### src/rtl/udp_frame_sender_pkg.sv
`default_nettype none
// +----------------------------------------------------------------------------+
// | udp_frame_sender_pkg : shared frame constants and sender state encoding     |
// | Rev 1.0                                                                     |
// +----------------------------------------------------------------------------+
package udp_frame_sender_pkg;

  localparam int FRAME_LEN       = 1282;
  localparam int SEQ_MOD         = 480;
  localparam int IFG_CYC_DEF     = 64;
  localparam int TIMEOUT_CYC_DEF = 4096;
  localparam int BCNT_W          = $clog2(FRAME_LEN + 1);

  typedef enum logic [2:0] {
    S_IDLE      = 3'd0,
    S_START     = 3'd1,
    S_WAIT_BUSY = 3'd2,
    S_SEND      = 3'd3,
    S_WAIT_DONE = 3'd4,
    S_GAP       = 3'd5
  } state_t;

  // Successor of a received sequence number, wrapping at SEQ_MOD.
  function automatic logic [15:0] seq_next(input logic [15:0] rx);
    logic [16:0] w_sum;
    w_sum = {1'b0, rx} + 17'd1;
    return 16'(w_sum % 17'(SEQ_MOD));
  endfunction

endpackage
`default_nettype wire

### src/rtl/udp_frame_sender_seq_checker.sv
`default_nettype none
// +----------------------------------------------------------------------------+
// | udp_frame_sender_seq_checker : checks the LE sequence number in bytes 0-1   |
// | Rev 1.0                                                                     |
// +----------------------------------------------------------------------------+
module udp_frame_sender_seq_checker
  import udp_frame_sender_pkg::*;
(
  input  logic              clk,
  input  logic              rst_n,
  input  logic              i_clr,
  input  logic              i_vld,
  input  logic [BCNT_W-1:0] i_idx,
  input  logic [7:0]        i_data,
  output logic [15:0]       o_exp_seq,
  output logic              o_seq_valid,
  output logic [15:0]       o_seq_err_cnt
);

  logic [7:0]  r_lsb;
  logic        r_lsb_ok;
  logic [15:0] r_exp_seq;
  logic        r_seq_valid;
  logic [15:0] r_err_cnt;
  logic [15:0] w_rx;
  logic        w_chk;

  assign w_rx  = {i_data, r_lsb};
  // Only a header whose both bytes really came from the FIFO is checked.
  assign w_chk = i_vld && (i_idx == BCNT_W'(1)) && r_lsb_ok;

  always_ff @(posedge clk or negedge rst_n) begin
    if (!rst_n) begin
      r_lsb       <= 8'h00;
      r_lsb_ok    <= 1'b0;
      r_exp_seq   <= 16'h0000;
      r_seq_valid <= 1'b0;
      r_err_cnt   <= 16'h0000;
    end else begin
      if (i_clr) begin
        r_lsb_ok <= 1'b0;
      end else if (i_vld && (i_idx == BCNT_W'(0))) begin
        r_lsb    <= i_data;
        r_lsb_ok <= 1'b1;
      end else if (i_vld) begin
        r_lsb_ok <= 1'b0;
      end

      if (w_chk) begin
        r_exp_seq   <= seq_next(w_rx);
        r_seq_valid <= 1'b1;
        if (r_seq_valid && (w_rx != r_exp_seq) && (r_err_cnt != 16'hFFFF))
          r_err_cnt <= r_err_cnt + 16'd1;
      end
    end
  end

  assign o_exp_seq     = r_exp_seq;
  assign o_seq_valid   = r_seq_valid;
  assign o_seq_err_cnt = r_err_cnt;

endmodule
`default_nettype wire

### src/rtl/udp_frame_sender.sv
`default_nettype none
// +----------------------------------------------------------------------------+
// | udp_frame_sender : drains one buffered frame per UDP packet, tracks status  |
// | Rev 1.0                                                                     |
// +----------------------------------------------------------------------------+
module udp_frame_sender
  import udp_frame_sender_pkg::*;
#(
  parameter int RDW_W       = 12,
  parameter int IFG_CYC     = IFG_CYC_DEF,
  parameter int TIMEOUT_CYC = TIMEOUT_CYC_DEF
) (
  input  logic             clk,
  input  logic             rst_n,
  input  logic [RDW_W-1:0] fifo_rdusedw,
  input  logic             fifo_empty,
  output logic             fifo_rd_en,
  input  logic [7:0]       fifo_rd_data,
  output logic             tx_start_en,
  output logic [15:0]      tx_byte_num,
  input  logic             tx_busy,
  input  logic             tx_req,
  output logic [7:0]       tx_data,
  input  logic             tx_done,
  output logic [15:0]      frame_cnt,
  output logic [15:0]      seq_err_cnt,
  output logic [7:0]       timeout_cnt,
  output logic             underflow
);

  localparam int                TMR_W      = $clog2(((TIMEOUT_CYC > IFG_CYC) ? TIMEOUT_CYC : IFG_CYC) + 1);
  localparam logic [RDW_W-1:0]  C_LVL      = RDW_W'(FRAME_LEN);
  localparam logic [BCNT_W-1:0] C_LEN      = BCNT_W'(FRAME_LEN);
  localparam logic [TMR_W-1:0]  C_TMO_LAST = TMR_W'(TIMEOUT_CYC - 1);
  localparam logic [TMR_W-1:0]  C_IFG_LAST = TMR_W'(IFG_CYC - 1);

  state_t            r_state, w_next;
  logic [BCNT_W-1:0] r_byte_cnt;
  logic [TMR_W-1:0]  r_tmr;
  logic              r_rd_vld;
  logic [BCNT_W-1:0] r_rd_idx;
  logic [15:0]       r_tx_byte_num;
  logic [15:0]       r_frame_cnt;
  logic [7:0]        r_timeout_cnt;
  logic              r_underflow;
  logic              w_req_ok, w_rd, w_tmo, w_done, w_gap_end;
  logic [15:0]       w_exp_seq_unused;
  logic              w_seq_valid_unused;

  always_comb begin
    w_next    = r_state;
    w_req_ok  = 1'b0;
    w_rd      = 1'b0;
    w_tmo     = 1'b0;
    w_done    = 1'b0;
    w_gap_end = 1'b0;
    case (r_state)
      S_IDLE:      if ((fifo_rdusedw >= C_LVL) && !tx_busy) w_next = S_START;
      S_START:     w_next = S_WAIT_BUSY;
      S_WAIT_BUSY: begin
        if (tx_busy) begin
          w_next = S_SEND;
        end else if (r_tmr == C_TMO_LAST) begin
          w_next = S_IDLE;
          w_tmo  = 1'b1;
        end
      end
      S_SEND: begin
        // Requests past the frame end are ignored; empty-FIFO requests still count.
        w_req_ok = tx_req && (r_byte_cnt < C_LEN);
        w_rd     = w_req_ok && !fifo_empty;
        if (tx_done) begin
          w_done = 1'b1;
          w_next = S_GAP;
        end else if (r_byte_cnt == C_LEN) begin
          w_next = S_WAIT_DONE;
        end
      end
      S_WAIT_DONE: begin
        if (tx_done) begin
          w_done = 1'b1;
          w_next = S_GAP;
        end
      end
      S_GAP: begin
        if (r_tmr == C_IFG_LAST) begin
          w_next    = S_IDLE;
          w_gap_end = 1'b1;
        end
      end
      default: w_next = S_IDLE;
    endcase
  end

  always_ff @(posedge clk or negedge rst_n) begin
    if (!rst_n) begin
      r_state       <= S_IDLE;
      r_byte_cnt    <= '0;
      r_tmr         <= '0;
      r_rd_vld      <= 1'b0;
      r_rd_idx      <= '0;
      r_tx_byte_num <= 16'h0000;
      r_frame_cnt   <= 16'h0000;
      r_timeout_cnt <= 8'h00;
      r_underflow   <= 1'b0;
    end else begin
      r_state  <= w_next;
      r_rd_vld <= w_rd;
      r_rd_idx <= r_byte_cnt;

      if (w_next != r_state)
        r_tmr <= '0;
      else if ((r_state == S_WAIT_BUSY) || (r_state == S_GAP))
        r_tmr <= r_tmr + TMR_W'(1);

      if (w_gap_end)
        r_byte_cnt <= '0;
      else if (w_req_ok)
        r_byte_cnt <= r_byte_cnt + BCNT_W'(1);

      if ((r_state == S_IDLE) && (w_next == S_START))
        r_tx_byte_num <= 16'(FRAME_LEN);
      if (w_done)
        r_frame_cnt <= r_frame_cnt + 16'd1;
      if (w_tmo && (r_timeout_cnt != 8'hFF))
        r_timeout_cnt <= r_timeout_cnt + 8'd1;
      if (w_req_ok && fifo_empty)
        r_underflow <= 1'b1;
    end
  end

  udp_frame_sender_seq_checker u_seq_checker (
    .clk           (clk),
    .rst_n         (rst_n),
    .i_clr         (tx_start_en),
    .i_vld         (r_rd_vld),
    .i_idx         (r_rd_idx),
    .i_data        (fifo_rd_data),
    .o_exp_seq     (w_exp_seq_unused),
    .o_seq_valid   (w_seq_valid_unused),
    .o_seq_err_cnt (seq_err_cnt)
  );

  // Read data arrives one cycle after the request, exactly when the core wants it.
  assign tx_data     = r_rd_vld ? fifo_rd_data : 8'h00;
  assign fifo_rd_en  = w_rd;
  assign tx_start_en = (r_state == S_START);
  assign tx_byte_num = r_tx_byte_num;
  assign frame_cnt   = r_frame_cnt;
  assign timeout_cnt = r_timeout_cnt;
  assign underflow   = r_underflow;

endmodule
`default_nettype wire

### config.mk
export PLATFORM = sky130hd
export DESIGN_NAME = udp_frame_sender
export DESIGN_NICKNAME = d
export VERILOG_FILES = /design/src/rtl/udp_frame_sender_pkg.sv /design/src/rtl/udp_frame_sender_seq_checker.sv /design/src/rtl/udp_frame_sender.sv
export SDC_FILE = /design/constraint.sdc
export NUM_CORES = 1
export LEC_CHECK = 0
export CORE_MARGIN = 4
export CORE_UTILIZATION = 35
export DETAILED_ROUTE_END_ITERATION = 8
export PLACE_DENSITY_LB_ADDON = 0.05
export SYNTH_ARGS = -nofsm -noshare
export SYNTH_HDL_FRONTEND = slang
export SYNTH_SLANG_ARGS = --single-unit
### constraint.sdc
create_clock -name clk -period 4.7 [get_ports clk]
set_clock_uncertainty 0.2 [all_clocks]
set_input_delay 0.705 -clock clk [delete_from_list [all_inputs] [get_ports clk]]
set_output_delay 0.705 -clock clk [all_outputs]
set_load 0.01 [all_outputs]
* Word-level counts from Yosys, hierarchy flattened
Index checks and enable logic that the tools add are counted.
Word-level totals: logic and storage cells 85, input bits 26, output and inout port bits 67, flip-flop bits (word level) 107
Cells by class: $add $sub $neg 6, reduce and logical (&&, ||, !) cells 22, div/mod/pow operators 1, mux-type cells 25, bitwise gates (word level) 1, order comparisons 2, eq/ne operators 14
Operator list (number):
- adder 16 x 1 -> 16 bit (second input constant) | 2
- two-way mux 13 bit | 2
- two-way mux 11 bit | 2
- two-way mux 3 bit | 7
- one-hot mux 3 bit (6 select lines) | 1
- adder 16 x 1 -> 17 bit (second input constant) | 1
- modulo 17 x 9 -> 17 bit (second input constant) | 1
- != test 16 bit | 1
- != test 16 bit (second input constant) | 1
- adder 13 x 1 -> 13 bit (second input constant) | 1
- equality test 13 x 12 -> 1 bit (second input constant) | 1
- equality test 13 x 6 -> 1 bit (second input constant) | 1
- greater-or-equal comparator 12 x 11 -> 1 bit (second input constant) | 1
- two-way mux 1 bit | 12
- adder 11 x 1 -> 11 bit (second input constant) | 1
- equality test 11 x 1 -> 1 bit (second input constant) | 1
- equality test 11 bit (second input constant) | 1
- logical AND 1 bit | 11
- logical NOT 11 bit | 1
- < comparator 11 bit (second input constant) | 1
- adder 8 x 1 -> 8 bit (second input constant) | 1
- two-way mux 8 bit | 1
- != test 8 bit (second input constant) | 1
- equality test 3 x 1 -> 1 bit (second input constant) | 2
- other kinds (11) | 16

* Longest topological paths before layout
depth in word-level cells 6, mapped depth 17, mapped depth without buffers 16

* Hierarchy
Synthesis repeated with hierarchy kept, for this count alone.
Unflattened totals: cells, all modules 682, area total of the unflattened synthesis 6698.9 µm²
Modules (own cells, without submodules):
- udp_frame_sender_seq_checker | cells an instance 382, area each 3492.1 µm², instances 1
- udp_frame_sender | cells an instance 300, area each 3206.8 µm², instances 1

* Worst setup path after synthesis
Ideal clock, no wire load.
path kind input-to-reg, start input fifo_rd_data[0], end register u_seq_checker.r_exp_seq[8] (netlist: u_seq_checker.o_exp_seq[8]), data arrival time 4667 ps, required time 4359 ps, cell stages on the path 16, path slack -309 ps, buffers on the path 1, path through clkbuf_8 -> nand4_4 -> nor4_2 -> xnor2_1 -> nand2_1 -> or3_1 -> a21oi_2 -> a2bb2oi_1 -> mux2_2 -> or4_4 -> a31o_2 -> a2111oi_2 -> a211oi_2 -> maj3_2 -> nand2_1 -> a41oi_2
On the way: longest elaborated chain between the ends 2
Ends and longest elaborated chain:
- start: declaration | line udp_frame_sender.sv:18 | input logic [7:0] fifo_rd_data,
- adder 16 x 1 -> 17 bit | line udp_frame_sender_pkg.sv:26 | w_sum = {1'b0, rx} + 17'd1;
- modulo 17 x 9 -> 17 bit | line udp_frame_sender_pkg.sv:27 | return 16'(w_sum % 17'(SEQ_MOD));
- end signal: assignment | line udp_frame_sender_seq_checker.sv:50 | r_exp_seq <= seq_next(w_rx);
- end: declaration | line udp_frame_sender_seq_checker.sv:22 | logic [15:0] r_exp_seq;
Every way passes these cells. A chain may end at the register's enable or synchronous reset.

* Final worst setup path
start input fifo_rd_data[3], end register u_seq_checker.r_exp_seq[7] (netlist: u_seq_checker.o_exp_seq[7])
Same word-level chain as after synthesis.

==> qor.csv <==
stage;metric;value;unit
status;status;completed;
finish;drive_gt1_share;25.7;%
critical_path;r2r_slack;0.13;ns
global_route;grt_overflow;0;
place;dpl_cell_area;0.00801;mm2
detailed_routing;drtIter0Drc;162;
sta;final.min_clock_period;4.60;ns
logic_synthesis;yosysSeqAreaShare;41.5;%
critical_path;worstSetupEndpointType;flip-flop;
pwr;p_per_area;244;mW/mm2
critical_path;rr_worst_depth;18;
finish;design_area;0.00866;mm2
logic_synthesis;synth_top_family_by_area;simple AND/OR/NAND/NOR gates;
logic_synthesis;synthAdderAreaFrac;1.73;%
critical_path;required;4.73;ns
hold_path;hp-class;in -> async;
clock_network;cts.sinks;107;
sta;tightest_slew;0.796;ns
finish;fin_util;48.1;%
clock_network;clockBufferDepth;2;
run;drv_cap;0;
critical_path;crit_fanout;7;
detailed_routing;drc;0;
sta;hold_viol_final;0;
pwr;leakage;3.82;nW
sta;slew_violations;0;
place;numPortBuffers;78;
critical_path;r2r-end;u_seq_checker.o_exp_seq[7];
critical_path;reg2reg_from;u_seq_checker.r_lsb[1];
floorplanning;core_area;0.0180;mm2
floorplanning;fp-row-count;49;
logic_synthesis;ys_warn_count;0;
detailed_routing;wire_per_inst;14.9;um
critical_path;cp_slowest_cell;or4_4;
sta;relSlewSlack;46.5;%
detailed_routing;wirelength;15.8;mm
sta;fin_crit_sh;97.9;%
critical_path;start_kind;input port;
logic_synthesis;synthSimpleGateAreaFrac;22.5;%
clock_network;cts_buffers;9;
floorplanning;num_io_pins;93;
detailed_routing;viasPerCell;4.95;
finish;mostFrequentLayoutCells;dfrtp_1 (106), buf_4 (103), nand2_1 (70), clkdlybuf4s50_1 (70), nor2_1 (55);
clock_network;tritoncts;yes;
finish;final-seq-area;0.00268;mm2
global_route;grt_max_degree;44;
logic_synthesis;ys_async_sr_fraction;100;%
finish;nets;862;
critical_path;worstPathCellList;clkdlybuf4s15_1 > buf_4 > nand3_1 > nor3_4 > buf_12 > xnor2_4 > a211o_1 > o2111a_2 > o211a_1 > a2bb2oi_2 > mux2_4 > or4_4 > a31o_4 > a2111oi_4 > a211oi_2 > maj3_2 > xnor2_2 > o21ai_1;
clock_network;cts_root_buf;clkbuf_16;
detailed_routing;drt_first_pass_iters;6;
place;dp_hpwl;11.9;mm
floorplanning;fp.dieH;144;um
logic_synthesis;ys_types;79;
critical_path;path_class;in -> reg;
clock_network;hold_buffers;0;
logic_synthesis;synth_cells;658;
clock_network;cts.clk_slew.worst_paths;0.08;ns
finish;layout_commonest_cell;dfrtp_1;
sta;fmax;217;MHz
pwr;ir_drop;157;uV
logic_synthesis;synth-compound-area-share;11.0;%
logic_synthesis;synth_flop_cell;dfrtp_1;
place;post-place-cells;1029;
logic_synthesis;synth_seq_cells;107;
logic_synthesis;synthXorXnorAreaFrac;13.7;%
logic_synthesis;synthMuxAreaShare;3.69;%
global_route;antenna_found_initial;0;
finish;antennaDiodeCount;0;
logic_synthesis;synth-edff-count;0;
finish;fin_cells;1062;
global_route;grt_pass1_vias;5335;
sta;finalSetupViolCount;0;
clock_network;clock_latency;0.35;ns
critical_path;slowest_delay;0.46;ns
finish;fillers;1729;
detailed_routing;vias;5255;
finish;syn_to_final_growth;34.4;%
sta;rsz0062_at_grt;true;
place;gp_congestion;0.817;
floorplanning;initial_core_util;35.8;%
finish;multi_input_area;0.00373;mm2
global_route;grt.total_usage;15.6;%
logic_synthesis;netlist_area;0.00645;mm2
global_route;grt_pass1_wl;26.2;mm
critical_path;cp.arrival;4.63;ns
floorplanning;die_x;144;um
detailed_routing;ant_nets;0;
clock_network;h-tree-depth;3;
floorplanning;die_area;0.0207;mm2
logic_synthesis;syn_area_per_cell;9.80;um2
==> cell families (layout without fill, tap and decap cells) <==
family	count (synthesis)	after routing
xor gates and xnor gates	100	100
muxes	20	20
adders and majority gates	9	9
other	1	13
DFF	107	107
buffers and inverters	50	213
and+or+nand+nor	273	273
AOI/OAI and AO/OA	98	98
==> area by class of cell <==
| class | instances | share of cell area (%) |
|---|---|---|
| clock buffers | 9 | 2.60 |
| clock inverters | 7 | 0.650 |
| inverters | 10 | 0.433 |
| multi-input cells | 513 | 43.0 |
| flip-flops and latches | 107 | 30.9 |
| well taps | 229 | 3.31 |
| repair buffers | 187 | 19.1 |
==> critical path, delay by kind of cell <==
kind / cells / cell delay [ns]
simple gates: 3 / 0.79
compound gates: 8 / 1.72
mux: 1 / 0.32
xor+xnor: 2 / 0.27
buf+inv: 3 / 0.48
fa+ha+maj: 1 / 0.35
==> cells in the mapped netlist, drive strengths merged (15+ instances only) <==
| master | count | area share, % |
|---|---|---|
| a21oi | 19 | 1.6 |
| xor2 | 44 | 6.0 |
| o21ai | 23 | 1.8 |
| nor2 | 57 | 3.3 |
| nand2 | 73 | 4.3 |
| and2 | 17 | 1.7 |
| and3 | 15 | 1.5 |
| buf | 23 | 3.0 |
| clkbuf | 17 | 2.2 |
| dfrtp | 107 | 42 |
| nand3 | 33 | 2.8 |
| xnor2 | 56 | 7.7 |
==> sequential cells by signal, summed over array words and instances (netlist names) <==
signal                       cells
frame_cnt                       16
u_seq_checker.o_exp_seq         16
u_seq_checker.o_seq_err_cnt     16
r_tmr                           13
r_byte_cnt                      11
r_rd_idx                        11
timeout_cnt                      8
u_seq_checker.r_lsb              8
r_state                          3
r_rd_vld                         1
tx_byte_num                      1
u_seq_checker.o_seq_valid        1
u_seq_checker.r_lsb_ok           1
underflow                        1
==> layer usage <==
layer  vias up  GRT usage, %  share of wire (%)
met1      2540          20.5                 45
li1       2620             -                  -
met4         0          4.26                1.2
met5         -             0                  0
met2        79          26.6                 51
met3        16          2.56                2.9
==> stage by stage <==
stage | setup WS (ns) | total power, W | hold WS, ns | setup TNS [ns]
2_1_floorplan | -0.0650 | 0.00120 | 0.182 | -0.118
3_3_place_gp | -0.707 | 0.00136 | 0.197 | -2.69
3_5_place_dp | -0.672 | 0.00136 | 0.203 | -2.55
4_1_cts | 0.0387 | 0.00211 | 0.146 | 0
5_1_grt | -0.0629 | 0.00222 | 0.172 | -0.155
6_report | 0.0983 | 0.00211 | 0.130 | 0
==> power breakdown <==
| group | switching (W) | internal (W) |
|---|---|---|
| Sequential | 0.0000107 | 0.000929 |
| Combinational | 0.000220 | 0.000225 |
| Clock | 0.000358 | 0.000369 |
| Total | 0.000588 | 0.00152 |
==> how the worst max path moves through the flow <==
| stage | start | endpoint | depth (start not counted) | slack [ns] |
|---|---|---|---|---|
| final | fifo_rd_data[3] | u_seq_checker.o_exp_seq[7] | 18 | 0.1 |
| after global routing | u_seq_checker.r_lsb[1] | u_seq_checker.o_exp_seq[7] | 18 | -0.06 |
| after CTS | u_seq_checker.r_lsb[1] | u_seq_checker.o_exp_seq[7] | 18 | 0.04 |
| after detailed placement | fifo_rd_data[2] | u_seq_checker.o_exp_seq[8] | 16 | -0.67 |
| after global placement | fifo_rd_data[2] | u_seq_checker.o_exp_seq[8] | 21 | -0.71 |
| after floorplan | fifo_rd_data[4] | u_seq_checker.o_exp_seq[8] | 17 | -0.07 |
==> timing repair <==
item | 4_1_cts | 5_1_grt
resized for setup | 30 | 35
setup endpoints to repair | 4 | 4
setup buffers | 10 | 7
pin swaps | 17 | 17
cloned | 0 | 0
No activity file was read; power rests on OpenSTA's default activity.
